`src/rtl/mem_bus_arbiter.sv`:
```
// -----------------------------------------------------------------------------
// mem_bus_arbiter
// Shares one SRAM-like memory port between the instruction-fetch requester
// (inst_*) and the load/store requester (data_*). One transaction is
// outstanding at a time. Data normally wins arbitration. After STARVE_LIMIT
// consecutive data grants with a fetch waiting, the next grant goes to the
// fetch.
//
// Ports:
//   clk, resetn                 clock, synchronous active-low reset
//   inst_req/inst_addr          fetch request (read, word size)
//   inst_addr_ok/inst_data_ok   fetch address accepted / fetch data valid
//   inst_rdata                  fetch read data
//   data_req/wr/size/wstrb/addr/wdata   load/store request fields
//   data_addr_ok/data_data_ok   data address accepted / load data or store ack
//   data_rdata                  load read data
//   mem_req/wr/size/wstrb/addr/wdata    request to external memory
//   mem_addr_ok/mem_data_ok     memory handshake
//   mem_rdata                   memory read data
// -----------------------------------------------------------------------------
module mem_bus_arbiter #(
    parameter int STARVE_LIMIT = 4
) (
    input  logic        clk,
    input  logic        resetn,
    input  logic        inst_req,
    input  logic [31:0] inst_addr,
    output logic        inst_addr_ok,
    output logic        inst_data_ok,
    output logic [31:0] inst_rdata,
    input  logic        data_req,
    input  logic        data_wr,
    input  logic [1:0]  data_size,
    input  logic [3:0]  data_wstrb,
    input  logic [31:0] data_addr,
    input  logic [31:0] data_wdata,
    output logic        data_addr_ok,
    output logic        data_data_ok,
    output logic [31:0] data_rdata,
    output logic        mem_req,
    output logic        mem_wr,
    output logic [1:0]  mem_size,
    output logic [3:0]  mem_wstrb,
    output logic [31:0] mem_addr,
    output logic [31:0] mem_wdata,
    input  logic        mem_addr_ok,
    input  logic        mem_data_ok,
    input  logic [31:0] mem_rdata
);

    typedef enum logic [1:0] {
        ST_IDLE = 2'd0,
        ST_ADDR = 2'd1,
        ST_DATA = 2'd2
    } state_e;

    localparam logic [3:0] LIMIT_C = 4'(STARVE_LIMIT);

    state_e      state_q, state_d;
    logic        owner_q, owner_d;      // 0 = inst, 1 = data
    logic [3:0]  starve_q, starve_d;
    // High for the single IDLE cycle that follows a completed transaction;
    // no grant is made during it, giving the 3-cycle minimum spacing.
    logic        cool_q, cool_d;

    logic        grant_s;
    logic        win_data_s;
    logic        issue_s;
    logic        sel_data_s;
    logic        in_data_s;

    // Arbitration in IDLE; outputs are gated while reset is asserted
    always_comb begin
        grant_s    = 1'b0;
        win_data_s = 1'b0;
        if (resetn && (state_q == ST_IDLE) && !cool_q) begin
            if (data_req && !(inst_req && (starve_q >= LIMIT_C))) begin
                grant_s    = 1'b1;
                win_data_s = 1'b1;
            end else if (inst_req) begin
                grant_s    = 1'b1;
                win_data_s = 1'b0;
            end else begin
                grant_s    = 1'b0;
                win_data_s = 1'b0;
            end
        end else begin
            grant_s    = 1'b0;
            win_data_s = 1'b0;
        end
    end

    assign issue_s    = grant_s | (resetn & (state_q == ST_ADDR));
    // In ADDR the grant is locked to the registered owner
    assign sel_data_s = (state_q == ST_IDLE) ? win_data_s : owner_q;
    assign in_data_s  = resetn & (state_q == ST_DATA);

    // Memory request fields from the selected requester; inst fields are forced
    always_comb begin
        mem_req   = 1'b0;
        mem_wr    = 1'b0;
        mem_size  = 2'd0;
        mem_wstrb = 4'd0;
        mem_addr  = 32'd0;
        mem_wdata = 32'd0;
        if (issue_s) begin
            mem_req = 1'b1;
            if (sel_data_s) begin
                mem_wr    = data_wr;
                mem_size  = data_size;
                mem_wstrb = data_wstrb;
                mem_addr  = data_addr;
                mem_wdata = data_wdata;
            end else begin
                mem_wr    = 1'b0;
                mem_size  = 2'd2;
                mem_wstrb = 4'd0;
                mem_addr  = inst_addr;
                mem_wdata = 32'd0;
            end
        end else begin
            mem_req = 1'b0;
        end
    end

    assign inst_addr_ok = issue_s & ~sel_data_s & mem_addr_ok;
    assign data_addr_ok = issue_s &  sel_data_s & mem_addr_ok;
    assign inst_data_ok = in_data_s & ~owner_q & mem_data_ok;
    assign data_data_ok = in_data_s &  owner_q & mem_data_ok;
    assign inst_rdata   = mem_rdata;
    assign data_rdata   = mem_rdata;

    // Next-state, owner, starvation counter and cool-down flag
    always_comb begin
        state_d  = state_q;
        owner_d  = owner_q;
        starve_d = starve_q;
        cool_d   = 1'b0;
        case (state_q)
            ST_IDLE: begin
                if (grant_s) begin
                    owner_d = win_data_s;
                    if (win_data_s) begin
                        if (inst_req && (starve_q != 4'd15)) begin
                            starve_d = starve_q + 4'd1;
                        end else begin
                            starve_d = starve_q;
                        end
                    end else begin
                        starve_d = 4'd0;
                    end
                    state_d = mem_addr_ok ? ST_DATA : ST_ADDR;
                end else begin
                    state_d = ST_IDLE;
                end
            end
            ST_ADDR: begin
                if (mem_addr_ok) begin
                    state_d = ST_DATA;
                end else begin
                    state_d = ST_ADDR;
                end
            end
            ST_DATA: begin
                if (mem_data_ok) begin
                    state_d = ST_IDLE;
                    cool_d  = 1'b1;
                end else begin
                    state_d = ST_DATA;
                end
            end
            default: begin
                state_d = ST_IDLE;
            end
        endcase
    end

    // State registers with synchronous active-low reset
    always_ff @(posedge clk) begin
        if (!resetn) begin
            state_q  <= ST_IDLE;
            owner_q  <= 1'b0;
            starve_q <= 4'd0;
            cool_q   <= 1'b0;
        end else begin
            state_q  <= state_d;
            owner_q  <= owner_d;
            starve_q <= starve_d;
            cool_q   <= cool_d;
        end
    end

endmodule

```
`config.mk`:
```
export PLATFORM = sky130hd
export DESIGN_NAME = mem_bus_arbiter
export DESIGN_NICKNAME = d
export VERILOG_FILES = /design/src/rtl/mem_bus_arbiter.sv
export SDC_FILE = /design/constraint.sdc
export NUM_CORES = 1
export LEC_CHECK = 0
export ABC_AREA = 1
export CORE_AREA = 5 5 106 108
export DETAILED_ROUTE_END_ITERATION = 8
export DIE_AREA = 0 0 111 113
export HOLD_SLACK_MARGIN = 0.12
export PLACE_DENSITY_LB_ADDON = 0.12
export SETUP_SLACK_MARGIN = 0.1
export SYNTH_ARGS = -nofsm -noshare
export SYNTH_HDL_FRONTEND = slang
export SYNTH_SLANG_ARGS = --single-unit
```
`constraint.sdc`:
```
create_clock -name clk -period 1.8 [get_ports clk]
set_clock_uncertainty 0.1 [all_clocks]
set_input_delay 0.36 -clock clk [delete_from_list [all_inputs] [get_ports clk]]
set_output_delay 0.36 -clock clk [all_outputs]
set_load 0.05 [all_outputs]
```
==> metrics.txt <==
status complete, but fails checks; failing checks setup timing; fin nets 622; Clk pwr share 0.083; fin cells 614; H-tree depth 1; first-pass GRT wire length 15500 µm; # setup viols final 74; core area 0.0101 mm²; GRT Util Overall 0.150; Final Hold Slack 0.401 ns; sequential share of the synthesized area 0.0852; synth-to-layout area growth 197%; dpl cell area 0.00477 mm²; most common library cell in the layout ignoring fill and taps clkdlybuf4s50_1; most frequent cells in the layout clkdlybuf4s50_1 (104), buf_12 (89), inv_1 (46); Mapped Nets 463; Max Fclk 463 MHz; clk slew on worst S/H paths 0.04 ns; CP startpoint state_q[1]; CTS Buf Count 3; synth top area cells buf_4 (27%), nand4_1 (12%), inv_1 (10%), nand3_1 (9.3%), nand2_1 (8.8%); Crit Path Class reg2out; CTS tree done; total congestion overflow 0; design area 0.00558 mm²; synthesized-area fraction occupied by and/or/nand/nor cells 0.465; Cell Int Power 1.50 mW; pin count of the biggest net entering global routing 25; Hold Crit Class in2reg; vias in the first global route 2894; largest family of logic cells by synthesized area simple AND/OR/NAND/NOR gates; I/O pins 281; Bufs on Longest Clock Path 2; reg2reg start state_q[1]; peak supply drop 0.278 mV; TNS Setup -22.71 ns; Place WS -0.661 ns; multiplexer share of the synthesized area 0; Die Y 113 µm; Tmin final 2.16 ns; CP Data Required Time 1.34 ns; unique cell type count in the Yosys netlist 21; post-synthesis xor/xnor area fraction 0; hold_buf cts 0; IO buf count 184; Site Rows 37; CP Capture Type output port; NetSw 1.18 mW; synthesized area 0.00188 mm²; Net Sw Frac 0.441; Sink Count 8; Synth area leader buf_4; Synth Area in Compound Gates 0.0246; Ant. Diodes 0; #FFs+latches synth 8; die area 0.0125 mm²; clk_lat worst skew 0.23 ns; Setup WS post-layout -0.360 ns; Final Hold Fails 0; crit-path max FO 5; max capacitance violation total 0; syn avg cell area 5.86 µm²; Design Power 2.68 mW; Rel. slew slack 0.817; Vias 2626; Initial Util 0.185; static leakage 2.28 nW; Max Slew Vio Count 0; overall die width 111 µm; Post-Route WL 9820 µm; fin crit share 1.20; GPL Wtd Cong 0.725; sequential power share 0.076; crit start category flop; RSZ-0062 raised after global routing true; PwrDens 480 mW/mm²; logic gate share of total power 0.841; detailed placement HPWL 7380 µm; DRT Pass-1 Iters 4; adder-cell area share of the yosys netlist 0.00665; Synth warnings 0; worst-margin pin slew 0.275 ns; Post-Place Cells 587; 1st-iter DRT viols 41; post-DR vias/cell 4.28; Final Util 0.550; post-route ant nets 0; Hold Path Origin mem_data_ok; post-route DRC violation count 0; Synth top area share 0.271; worst endpoint data arrival time 1.70 ns; Cells after Synth 321; WL/cell 16.0 µm; Root Driver clkbuf_8; initial antenna violation count 0; share of layout cells above drive strength 1 0.540
==> flip-flops by register name, indices dropped and copies added (netlist names) <==
name,count
owner_q,1
state_q,2
starve_q,4
cool_q,1
==> power by group through the flow <==
stage	Clock (mW)	Sequential, mW	Combinational, mW
floorplan	0	0.200	1.26
global placement	0	0.201	1.85
detailed placement	0	0.201	1.86
CTS	0.229	0.203	2.16
global route	0.235	0.205	2.36
finish	0.222	0.204	2.25
==> worst max-delay path, stage by stage (launching register included) <==
cell and delay, ns:
dfxtp_4 0.36, nor2_4 0.13, nand3_4 0.11, nand2_8 0.08, buf_6 0.11, buf_12 0.10, buf_12 0.12, buf_16 0.11
nand4_1 0.10, nand2_2 0.11, buf_12 0.13
==> layer usage <==
metal	vias to the layer above	track usage	wire length, µm
li1	1272	-	-
met1	1221	0.165	3490
met2	117	0.282	5440
met3	16	0.0481	797
met4	0	0.0312	97
met5	-	0	0
==> cell usage after synthesis <==
| library cell | number |
|---|---|
| o22ai_1 | 1 |
| inv_1 | 51 |
| o21ai_1 | 1 |
| ha_1 | 1 |
| nand2_1 | 44 |
| dfxtp_1 | 8 |
| buf_4 | 68 |
| clkbuf_1 | 9 |
| o21ai_0 | 4 |
| nand3_1 | 35 |
| nand3_4 | 1 |
| nand2_4 | 1 |
| nand4_1 | 36 |
| nor3_1 | 1 |
| buf_2 | 5 |
| nor2_1 | 37 |
| buf_6 | 1 |
| buf_8 | 1 |
| nor2_4 | 11 |
| a21oi_1 | 3 |
| nand2_2 | 2 |
==> cell type report <==
type	count	area (µm²)
Clock buffer	3	41.3
Fill cell	904	4560
Inverter	51	196
Multi-Input combinational cell	178	1600
Sequential cell	8	169
Tap cell	136	170
Timing Repair Buffer	238	3400
==> final timing paths <==
path	to	slack, ns	depth (start not counted)
worst max-delay path	mem_addr[20]	-0.36	10
worst max register to register	starve_q[0]	0.30	9
worst min-delay path	state_q[1]	0.40	2
worst min register to register	starve_q[3]	0.41	2
==> what timing repair did <==
item                       4_1_cts  5_1_grt
gates cloned                     6        4
setup endpoints to repair       77       76
buffers inserted                11        3
resized for setup               82       14
pin swaps                       34       24
==> kinds of logic after synthesis <==
group                    count (synthesis)
AO/OA/AOI/OAI                            9
flip-flops                               8
adder cells (fa/ha/maj)                  1
AND/OR/NAND/NOR                        168
buffers and inverters                  135
(Power assumes the default switching activity.)
